File: config.mk
export PLATFORM = sky130hd
export DESIGN_NAME = teclado_matricial
export DESIGN_NICKNAME = d
export VERILOG_FILES = /design/src/rtl/fechadura_pkg.sv /design/src/rtl/contador_estavel.sv /design/src/rtl/teclado_matricial.sv
export SDC_FILE = /design/constraint.sdc
export NUM_CORES = 1
export LEC_CHECK = 0
export CORE_MARGIN = 2
export CORE_UTILIZATION = 58
export CTS_BUF_LIST = sky130_fd_sc_hd__clkbuf_8 sky130_fd_sc_hd__clkbuf_16
export CTS_CLUSTER_SIZE = 30
export DETAILED_ROUTE_END_ITERATION = 8
export PLACE_DENSITY_LB_ADDON = 0.05
export SLEW_MARGIN = 40
export SYNTH_ARGS = -nofsm -noshare
export SYNTH_HDL_FRONTEND = slang
export SYNTH_SLANG_ARGS = --single-unit
File: constraint.sdc
create_clock -name clk -period 5.2 [get_ports clk]
set_input_delay 1.04 -clock clk [delete_from_list [all_inputs] [get_ports clk]]
set_output_delay 1.04 -clock clk [all_outputs]
set_load 0.1 [all_outputs]
File: src/rtl/fechadura_pkg.sv
// Shared types and constants for the lock front-end: digit buffer layout,
// special key codes and the keypad scan FSM states.
package fechadura_pkg;

    localparam int unsigned NUM_DIGITS = 20;

    localparam logic [3:0] KEY_STAR = 4'hA;
    localparam logic [3:0] KEY_HASH = 4'hB;
    localparam logic [3:0] KEY_NONE = 4'hF;

    // digits[0] is the newest digit
    typedef logic [NUM_DIGITS-1:0][3:0] senhaPac_t;

    localparam senhaPac_t SENHA_VAZIA = {NUM_DIGITS{KEY_NONE}};

    typedef enum logic [1:0] {
        SCAN         = 2'd0,
        DEBOUNCE     = 2'd1,
        EMIT         = 2'd2,
        WAIT_RELEASE = 2'd3
    } estado_t;

    // True when exactly one of the three active-low columns is pulled low.
    function automatic logic uma_coluna_baixa(input logic [2:0] col);
        return (col == 3'b110) || (col == 3'b101) || (col == 3'b011);
    endfunction

endpackage

File: src/rtl/contador_estavel.sv
// Counts consecutive cycles in which 'stable' holds; any break or an explicit
// clear restarts the count. done stays high once LIMIT cycles have been seen.
module contador_estavel
    import fechadura_pkg::*;
#(
    parameter int unsigned LIMIT = 500000
) (
    input  logic clk,
    input  logic rst,
    input  logic clear,
    input  logic stable,
    output logic done
);

    localparam int unsigned W = $clog2(LIMIT + 1);
    localparam logic [W-1:0] LIMIT_V = W'(LIMIT);

    logic [W-1:0] cnt;

    // NOTE: sequential state is written only with non-blocking assignments so
    // every flop samples the values from before the clock edge.
    always_ff @(posedge clk) begin
        if (rst || clear || !stable) begin
            cnt <= '0;
        end else if (cnt != LIMIT_V) begin
            cnt <= cnt + 1'b1;
        end
    end

    assign done = (cnt == LIMIT_V);

endmodule

File: src/rtl/teclado_matricial.sv
// 4x3 matrix keypad scanner: row scan, press/release debounce, key encoding
// and a 20-digit shift buffer with per-key valid pulse and idle timeout.
module teclado_matricial
    import fechadura_pkg::*;
#(
    parameter int unsigned SCAN_CYCLES     = 1000,
    parameter int unsigned DEBOUNCE_CYCLES = 500000,
    parameter int unsigned TIMEOUT_CYCLES  = 250000000
) (
    input  logic      clk,
    input  logic      rst,
    input  logic      enable,
    input  logic [2:0] col_matriz,
    output logic [3:0] lin_matriz,
    output senhaPac_t digitos_value,
    output logic      digitos_valid
);

    localparam int unsigned SW = $clog2(SCAN_CYCLES + 1);
    localparam int unsigned TW = $clog2(TIMEOUT_CYCLES + 1);
    localparam logic [SW-1:0] SCAN_LAST = SW'(SCAN_CYCLES - 1);
    localparam logic [TW-1:0] TIMEOUT_V = TW'(TIMEOUT_CYCLES);

    estado_t        state;
    estado_t        state_next;
    logic           ativo;
    logic [1:0]     row;
    logic [SW-1:0]  scan_cnt;
    logic [2:0]     col_lat;
    logic [TW-1:0]  idle_cnt;
    senhaPac_t      digits;
    logic           valid_q;

    logic           cont_clear;
    logic           cont_stable;
    logic           cont_done;
    logic           tecla_unica;

    function automatic logic [3:0] codificar(input logic [1:0] r, input logic [2:0] col);
        logic [1:0] c;
        c = (col == 3'b110) ? 2'd0 : ((col == 3'b101) ? 2'd1 : 2'd2);
        if (r == 2'd3) begin
            case (c)
                2'd0:    return KEY_STAR;
                2'd1:    return 4'h0;
                default: return KEY_HASH;
            endcase
        end
        return ({2'b00, r} * 4'd3) + {2'b00, c} + 4'd1;
    endfunction

    assign tecla_unica = ativo && uma_coluna_baixa(col_matriz);

    // One counter serves both phases: same column held while debouncing the
    // press, all columns high while debouncing the release.
    assign cont_clear  = !enable || (state == SCAN) || (state == EMIT);
    assign cont_stable = (state == DEBOUNCE) ? (col_matriz == col_lat)
                                             : (col_matriz == 3'b111);

    contador_estavel #(
        .LIMIT (DEBOUNCE_CYCLES)
    ) u_contador (
        .clk    (clk),
        .rst    (rst),
        .clear  (cont_clear),
        .stable (cont_stable),
        .done   (cont_done)
    );

    // NOTE: every output of a combinational block gets a default first, so no
    // path leaves it unassigned and no latch is inferred.
    always_comb begin
        state_next = state;
        case (state)
            SCAN: begin
                if (tecla_unica) state_next = DEBOUNCE;
            end
            DEBOUNCE: begin
                if (col_matriz != col_lat) state_next = SCAN;
                else if (cont_done)        state_next = EMIT;
            end
            EMIT: begin
                state_next = WAIT_RELEASE;
            end
            WAIT_RELEASE: begin
                if (cont_done) state_next = SCAN;
            end
            default: state_next = SCAN;
        endcase
        if (!enable) state_next = SCAN;
    end

    always_ff @(posedge clk) begin
        if (rst) begin
            state <= SCAN;
            ativo <= 1'b0;
        end else begin
            state <= state_next;
            ativo <= enable;
        end
    end

    // Row rotation only while idle-scanning; the row freezes once a key is seen.
    always_ff @(posedge clk) begin
        if (rst || !enable) begin
            row      <= 2'd0;
            scan_cnt <= '0;
        end else if (state == SCAN && ativo && !tecla_unica) begin
            if (scan_cnt == SCAN_LAST) begin
                row      <= row + 1'b1;
                scan_cnt <= '0;
            end else begin
                scan_cnt <= scan_cnt + 1'b1;
            end
        end else if (state != SCAN) begin
            scan_cnt <= '0;
        end
    end

    always_ff @(posedge clk) begin
        if (rst || !enable) begin
            col_lat <= 3'b111;
        end else if (state == SCAN && tecla_unica) begin
            col_lat <= col_matriz;
        end
    end

    // NOTE: the digit buffer is a plain register bank, not a RAM, so it can and
    // does take a reset value.
    always_ff @(posedge clk) begin
        if (rst || !enable) begin
            digits   <= SENHA_VAZIA;
            valid_q  <= 1'b0;
            idle_cnt <= '0;
        end else begin
            valid_q <= (state == EMIT);
            if (state == EMIT) begin
                digits   <= {digits[NUM_DIGITS-2:0], codificar(row, col_lat)};
                idle_cnt <= '0;
            end else if (valid_q && (digits[0] == KEY_STAR || digits[0] == KEY_HASH)) begin
                digits   <= SENHA_VAZIA;
                idle_cnt <= '0;
            end else if (digits == SENHA_VAZIA) begin
                idle_cnt <= '0;
            end else if (idle_cnt == TIMEOUT_V) begin
                digits   <= SENHA_VAZIA;
                idle_cnt <= '0;
            end else begin
                idle_cnt <= idle_cnt + 1'b1;
            end
        end
    end

    assign lin_matriz    = ativo ? ~(4'b0001 << row) : 4'b1111;
    assign digitos_value = digits;
    assign digitos_valid = valid_q;

endmodule

# Yosys cells after proc, flatten, opt, wreduce, memory -nomap -nowiden

Index checks and enable logic that the tools add are counted.

Bits in registers: 146
Word-level logic and storage cells: 110

Add/subtract/negate cells: 6
Multiply operators: 1
Equality and inequality tests: 24
Shift-type cells: 1
Mux-type cells: 22
Bitwise operators: 2
Reductions and logical operators: 26

Operators with widths:

| cell                                                | count |
|---|---|
| two-way mux 80 bit                                  | 4 |
| equality test 80 bit, second input constant         | 1 |
| two-way mux 10 bit                                  | 3 |
| adder 28 x 1 -> 28 bit, second input constant       | 1 |
| equality test 28 bit, second input constant         | 1 |
| adder 19 x 1 -> 19 bit, second input constant       | 1 |
| equality test 19 bit, second input constant         | 1 |
| inequality test 19 bit, second input constant       | 1 |
| equality test 3 bit, second input constant          | 5 |
| two-way mux 2 bit                                   | 6 |
| two-way mux 4 bit                                   | 3 |
| adder 10 x 1 -> 10 bit, second input constant       | 1 |
| equality test 10 bit, second input constant         | 1 |
| equality test 4 bit, second input constant          | 2 |
| logical OR 1 bit                                    | 8 |
| case mux 2 bit (4 select lines)                     | 1 |
| case mux 4 bit (2 select lines)                     | 1 |
| equality test 2 bit, second input constant          | 3 |
| logical AND 1 bit                                   | 5 |
| OR reduction 5 bit                                  | 1 |
| adder 4 x 1 -> 4 bit, second input constant         | 1 |
| adder 4 x 2 -> 4 bit                                | 1 |
| equality test 2 x 1 -> 1 bit, second input constant | 2 |
| logical NOT 2 bit                                   | 2 |
| 18 further kinds                                    | 26 |

# Logic depth before layout (Yosys ltp)

Gate-level depths: netlist (run 1).

Word-level depth: 8
Gate-level depth with buffers: 9
Mapped depth without buffers: 9

# Modules after synthesis

A second synthesis (run 1) with hierarchy kept.

Cell total of the unflattened synthesis: 605
Area total of the unflattened synthesis: 6,005.8 sq um

By module, submodules not included:

| module            | instances | cells an instance | area each (sq um) | sequential area each (sq um) |
|---|---|---|---|---|
| teclado_matricial | 1         | 501               | 5,066.1           | 2,542.4 |
| contador_estavel  | 1         | 104               | 939.7             | 380.4 |

# Least setup slack after synthesis (run 1)

Ideal clock, no wire load.

Path kind: register to register
Start point: reg digits, in the netlist digitos_value[0]
End point: reg idle_cnt[10]
Library setup time: 0.130 ns
Data arrival time: 2.433 ns
Data required time: 5.070 ns
Slack: 2.637 ns
Stages on the path, launching flop included: 6
Path buffers: 1
Period minus slack after synthesis: 2.563 ns
Cell sequence: dfxtp_1 -> nand4_1 -> or4_1 -> nor2_1 -> clkbuf_1 -> nor3_1

Longest elaborated chain between the ends: 4

Ends and longest elaborated chain:

| what                                                                         | line                     | text |
|---|---|---|
| from (decl)                                                                  | teclado_matricial.sv:31  | `senhaPac_t digits;` |
| from (signal assigned)                                                       | teclado_matricial.sv:138 | `digits <= {digits[NUM_DIGITS-2:0], codificar(row, col_lat)};` |
| parallel branches: the longest is 3 deep, another holds equality test 80 bit | n/a                      |  |
| OR reduction 5 bit (no line) (*)                                             | n/a                      |  |
| to (signal assigned)                                                         | teclado_matricial.sv:149 | `idle_cnt <= idle_cnt + 1'b1;` |
| to (decl)                                                                    | teclado_matricial.sv:30  | `logic [TW-1:0] idle_cnt;` |

Mark *: on every way between the ends.
A chain may end at the register's enable or synchronous reset.

# Final worst setup path (run 1)

Start point: in rst
End point: reg digits, in the netlist digitos_value[17]

Longest elaborated chain between the ends: 1

Ends and longest elaborated chain:

| what             | line                     | text |
|---|---|---|
| from (decl)      | teclado_matricial.sv:11  | `input logic rst,` |
| logical OR 1 bit | teclado_matricial.sv:131 | `if (rst \|\| !enable) begin` |

No other way between the ends.

==> results of run 1 <==
-- area by class of cell --
type | count | area share
inverters | 19 | 0.00987
clock inverters | 12 | 0.0225
multi-input cells | 419 | 0.406
clock buffers | 20 | 0.0630
repair buffers | 93 | 0.0706
well taps | 136 | 0.0235
flip-flops and latches | 146 | 0.404
-- layer usage --
metal,wire [um],GRT usage,vias up,part of all wire
li1,-,-,2470,-
met1,6390,0.345,2440,0.45
met4,265,0.0818,0,0.019
met2,6790,0.408,127,0.48
met5,0,0,-,0
met3,726,0.0717,24,0.051
-- power by group through the flow --
| stage | Combinational, mW | Sequential, mW | Clock [mW] |
|---|---|---|---|
| after global placement | 0.0392 | 1.15 | 0 |
| after global routing | 0.0465 | 1.12 | 1.33 |
| after CTS | 0.0421 | 1.12 | 1.28 |
| after detailed placement | 0.0421 | 1.15 | 0 |
| final | 0.0423 | 1.12 | 1.26 |
| after floorplan | 0.0349 | 1.15 | 0 |
-- synth_stat cells (3+ instances only) --
master / number
nor3_1: 34
ha_1: 12
nand2_1: 33
nand3_1: 22
and2_1: 3
or3_1: 4
buf_6: 3
xor2_1: 29
or4_1: 3
buf_2: 6
clkbuf_1: 17
nor4_2: 3
and3_1: 12
mux2i_1: 6
nor4_1: 10
o22a_1: 76
o211ai_1: 3
xnor2_1: 20
o21ai_0: 10
dfxtp_1: 146
a21oi_1: 9
inv_1: 18
nand4_1: 57
nor2_1: 36
nand2b_1: 4
buf_4: 3
-- registers in the layout, indices dropped and copies added, names as in the netlist, named ones only --
register	flops
ativo	1
state	1
scan_cnt	10
idle_cnt	28
digitos_valid	1
col_lat	3
row	2
u_contador.cnt	19
digitos_value	80
-- how the worst min path moves through the flow --
| stage | end | slack [ns] | depth (start not counted) |
|---|---|---|---|
| CTS | scan_cnt[9] | 0.49 | 1 |
| global placement | scan_cnt[9] | 0.46 | 1 |
| global route | scan_cnt[9] | 0.51 | 1 |
| floorplan | scan_cnt[9] | 0.44 | 1 |
| finish | scan_cnt[9] | 0.50 | 1 |
| detailed placement | scan_cnt[9] | 0.46 | 1 |
-- metrics by stage --
stage                     hold WS (ns)  worst slack [ns]  instance area [um^2]
after floorplan                  0.439              2.64                  6050
final                            0.496              2.24                  7230
after global routing             0.510              2.04                  7230
after CTS                        0.492              2.26                  7210
after global placement           0.457              1.63                  7000
after detailed placement         0.465              1.69                  6600
-- worst reg2reg max path: cells and delay by family, from the launching register on --
kind / cells / cell delay, ns
buffers and inverters: 1 / 0.32
AOI/OAI and AO/OA: 1 / 0.20
and+or+nand+nor: 4 / 1.69
DFF: 1 / 0.36
-- kinds of logic (layout without fill, tap and decap cells) --
kind of cell             after synthesis  count (layout)
adder cells (fa/ha/maj)               14              14
flip-flops                           146             146
buffers and inverters                 48             144
AO/OA/AOI/OAI                        113             113
AND/OR/NAND/NOR                      237             237
multiplexers                           6               6
XOR/XNOR                              49              49
==> flow_metrics.tcl, run 1 <==
set metrics [dict create \
    dp.cells 813 \
    worst_setup_path_start_kind "primary input" \
    hp-start "scan_cnt[9]" \
    crit_chain "clkdlybuf4s50_1 > nand2b_1 > clkinv_1 > nand2_1 > or3_4 > buf_12 > o22a_1" \
    synth_top_family_by_area "simple AND/OR/NAND/NOR gates" \
    yosys.area_share.simple 0.216 \
    grtUsageTotal 0.259 \
    via_per_inst 5.99 \
    yosysWarnings 0 \
    synthTopCellsByArea "dfxtp_1 48%, o22a_1 11%, nand4_1 5.9%" \
    grt_max_degree 55 \
    synth-seq-cells 146 \
    critPathKind "primary input to flop" \
    r2r_setup_slack_ns 2.57 \
    yosysUniqueCellTypes 49 \
    clock_latency_ns 0.53 \
    final_common_cell "dfxtp_1" \
    cpMaxStageDelayCell "or3_4" \
    drv_slew 0 \
    grt_pass1_wl_um 23200 \
    cp_top_family "buffers and inverters" \
    synth_area_per_cell_um2 9.87 \
    critPathMaxStageDelay_ns 0.52 \
    ios 91 \
    dr.first_iter.drc_count 293 \
    status "finished clean" \
    hp-class "flop to flop" \
    htree_levels 4 \
    power_leakage_nw 2.64 \
    routed_wl_um 14200 \
    seq_area_mm2 0.00292 \
    clk_path_buf_depth 2 \
    critPathMaxFanout 54 \
    p_switching_mw 0.484 \
    n_antenna_cell 0 \
    regToRegEndpoint "digitos_value[17]" \
    core_area_mm2 0.0102 \
    p_int_mw 1.94 \
    crit_path_end_kind "flop" \
    post-route-util 0.706 \
    path_buf_inv 3 \
    synth_cells 613 \
    synthArstFlopShare 0 \
    clockRootBuffer "clkbuf_8" \
    min_period_ns 2.96 \
    gp_congestion 0.891 \
    grt_overflow 0 \
    cts_setup_buffers 0 \
    synth_fa_ha_area_frac 0.0314 \
    rsz0062_at_grt "false" \
    worst_slew_pin_slew_ns 0.694 \
    fin_tns_setup_ns 0 \
    max-cap-violations 0 \
    cts_hold_buf 0 \
    hold_violations 0 \
    synth_fp_nets 633 \
    initial_core_util 0.592 \
    skew_ns 0.00685 \
    cts_resized 0 \
    clock_sinks 146 \
    cp.required_ns 5.67 \
    cts_buffers 17 \
    hpwl_um 9840 \
    path_clk_slew_ns 0.06 \
    slew_headroom 0.534 \
    final_antenna_net_count 0 \
    final_cells 845 \
    die_h_um 106 \
    r2r_start "idle_cnt[14]" \
    syn_to_final_growth_pct 19.4 \
    io_buffers 90 \
    period_share 0.570 \
    power_frac_clock 0.520 \
    nNetsFinal 716 \
    p_sw_frac 0.199 \
    multi_input_area_mm2 0.00293 \
    ys.flop_type "dfxtp_1" \
    num-fill-cells 826 \
    wl_per_cell_um 16.8 \
    firstDrtPassIters 5 \
    grt_pass1_vias 4651 \
    p_per_area_mw_per_mm2 336 \
    synth_compound_area_frac 0.153 \
    cp-startpoint "rst" \
    antenna_found_initial 0 \
    combPwrFrac 0.017 \
    cts_tree "yes" \
    cp.arrival_ns 3.44 \
    remaining_drc_errors 0 \
    mostFrequentLayoutCells "146 x dfxtp_1, 85 x buf_2, 76 x o22a_1" \
    seq_power_share 0.462 \
    netlist_area_mm2 0.00605 \
    num_vias 5061 \
    cp.depth 7 \
    power.total_mw 2.43 \
    synth_edf_count 0 \
    ir_drop_uv 197 \
    drive_gt1_frac 0.181 \
    synthXorXnorAreaFrac 0.0709 \
    synthMuxAreaShare 0.00992 \
    max_clock_freq_ghz 0.337 \
    synth_top_cell_area_share 0.483 \
    dieWidth_um 106 \
    cp-endpoint "digitos_value[17]" \
    setup_violations 0 \
    rr_worst_depth 6 \
    placementRows 37 \
    dieArea_mm2 0.0113 \
    ys_seq_area_frac 0.483 \
    synth_largest_area_cell "dfxtp_1" \
]
No activity file was read; power rests on OpenSTA's default activity.
==> run 2, diff against run 1 <==
--- a/config.mk
+++ b/config.mk
@@ -6,7 +6,7 @@
 export NUM_CORES = 1
 export LEC_CHECK = 0
 export CORE_MARGIN = 2
-export CORE_UTILIZATION = 58
+export CORE_UTILIZATION = 49
 export CTS_BUF_LIST = sky130_fd_sc_hd__clkbuf_8 sky130_fd_sc_hd__clkbuf_16
 export CTS_CLUSTER_SIZE = 30
 export DETAILED_ROUTE_END_ITERATION = 8
==> constraint.sdc (replaced) <==
create_clock -name clk -period 2.65 [get_ports clk]
set_input_delay 0.53 -clock clk [delete_from_list [all_inputs] [get_ports clk]]
set_output_delay 0.53 -clock clk [all_outputs]
set_load 0.1 [all_outputs]
==> run 2 against run 1 <==
Effect of this change: critical path depth grew 2; power grew 92%; hold slack lost 0.021 ns; wire length grew 5.0%; cell area grew 4.1%; global-route usage shrank 2.6 points; sequential power grew 96%; combinational power grew 130%; setup slack lost 2.0 ns; first-iteration DRC count grew 1.0%; non-clock buffer count grew 10; clock skew grew 0.0021 ns; critical path type is now flop to flop; largest power group unchanged; highest routed layer unchanged.
==> flow_metrics.tcl, run 2 (same netlist as run 1, synthesis figures left out) <==
set metrics [dict create \
    status "finished clean" \
    clockRootBuffer "clkbuf_16" \
    path_clk_slew_ns 0.06 \
    critPathMaxFanout 5 \
    final_antenna_net_count 0 \
    hpwl_um 10400 \
    placementRows 40 \
    io_buffers 90 \
    die_h_um 115 \
    combPwrFrac 0.021 \
    p_switching_mw 0.950 \
    final_common_cell "dfxtp_1" \
    firstDrtPassIters 4 \
    cp.arrival_ns 2.72 \
    max-cap-violations 0 \
    htree_levels 4 \
    hold_violations 0 \
    remaining_drc_errors 0 \
    clock_latency_ns 0.41 \
    rsz0062_at_grt "false" \
    drive_gt1_frac 0.190 \
    cts_setup_buffers 0 \
    setup_violations 0 \
    antenna_found_initial 0 \
    wl_per_cell_um 17.2 \
    via_per_inst 5.93 \
    power_frac_clock 0.507 \
    gp_congestion 0.837 \
    routed_wl_um 14900 \
    grtUsageTotal 0.232 \
    cts_tree "yes" \
    grt_overflow 0 \
    ir_drop_uv 406 \
    power_leakage_nw 2.82 \
    clk_path_buf_depth 2 \
    dieArea_mm2 0.0133 \
    fin_tns_setup_ns 0 \
    max_clock_freq_ghz 0.413 \
    drv_slew 0 \
    skew_ns 0.00893 \
    p_int_mw 3.71 \
    grt_pass1_wl_um 24500 \
    period_share 0.913 \
    dieWidth_um 115 \
    num_vias 5121 \
    clock_sinks 146 \
    min_period_ns 2.42 \
    p_sw_frac 0.204 \
    worst_setup_path_start_kind "flop" \
    crit_path_end_kind "flop" \
    final_cells 864 \
    dr.first_iter.drc_count 296 \
    grt_pass1_vias 4798 \
    initial_core_util 0.504 \
    slew_headroom 0.551 \
    ios 91 \
    p_per_area_mw_per_mm2 620 \
    grt_max_degree 40 \
    syn_to_final_growth_pct 24.3 \
    core_area_mm2 0.0120 \
    cts_hold_buf 0 \
    worst_slew_pin_slew_ns 0.668 \
    n_antenna_cell 0 \
    cts_resized 0 \
    dp.cells 834 \
    nNetsFinal 726 \
    mostFrequentLayoutCells "146 x dfxtp_1, 93 x buf_4, 76 x o22a_1" \
    cts_buffers 17 \
    largest_reg_flops 80 \
    critPathKind "flop to flop" \
    seq_power_share 0.472 \
    hp-class "flop to flop" \
    cp.required_ns 2.95 \
]
## run 2: cell types whose count changed in the layout (fill, tap and decap cells not counted), sizes merged
cell	before	now
inv	20	19
buf	88	98
clkinv	5	7
bufinv	4	3
clkbuf	20	18
## run 2: power by group through the flow
stage	Combinational (mW)	Clock (mW)	Sequential (mW)
after detailed placement	0.0958	0	2.25
after global routing	0.105	2.50	2.20
after CTS	0.0962	2.40	2.20
after floorplan	0.0684	0	2.25
after global placement	0.0931	0	2.25
final	0.0967	2.37	2.20
## run 2: critical path, cell delays in order, from the launching register on
cell and delay [ns]:
dfxtp_1 0.43, xor2_1 0.21, nand2_1 0.09, fa_1 0.47, ha_1 0.29, a21o_1 0.17
a211oi_1 0.24, o21ai_0 0.15, o211ai_1 0.14, nand3_1 0.09
## run 2: path summary, 6_finish.rpt
check,slack (ns),from,to,cells past startpoint
worst max-delay path,0.23,col_lat[1],digitos_value[3],9
worst min-delay path,0.47,scan_cnt[9],scan_cnt[9],1
worst max register to register,0.23,col_lat[1],digitos_value[3],9
worst min register to register,0.47,scan_cnt[9],scan_cnt[9],1
## run 2: stage by stage
stage                util  area, um^2  total power [mW]  worst slack, ns  hold slack [ns]
floorplan               -        6050              2.32           0.0873            0.439
global placement    0.578        6940              2.34            0.308            0.465
detailed placement  0.578        6940              2.35            0.197            0.462
CTS                 0.626        7520              4.70            0.243            0.478
global route        0.626        7520              4.81           0.0817            0.495
finish              0.626        7520              4.66            0.231            0.475
## run 2: area by class of cell
cell class / instances / area, um^2
Fill cell: 1006 / 4490
Clock inverter: 12 / 143
Timing Repair Buffer: 103 / 848
Clock buffer: 18 / 439
Tap cell: 147 / 184
Multi-Input combinational cell: 419 / 2920
Sequential cell: 146 / 2920
Inverter: 19 / 71.3
## run 2: per-layer routing
layer,vias to the layer above,routed length (um),global-route usage
li1,2493,-,-
met1,2489,6850,0.310
met2,127,7220,0.373
met3,12,680,0.0606
met4,0,127,0.0683
met5,-,0,0
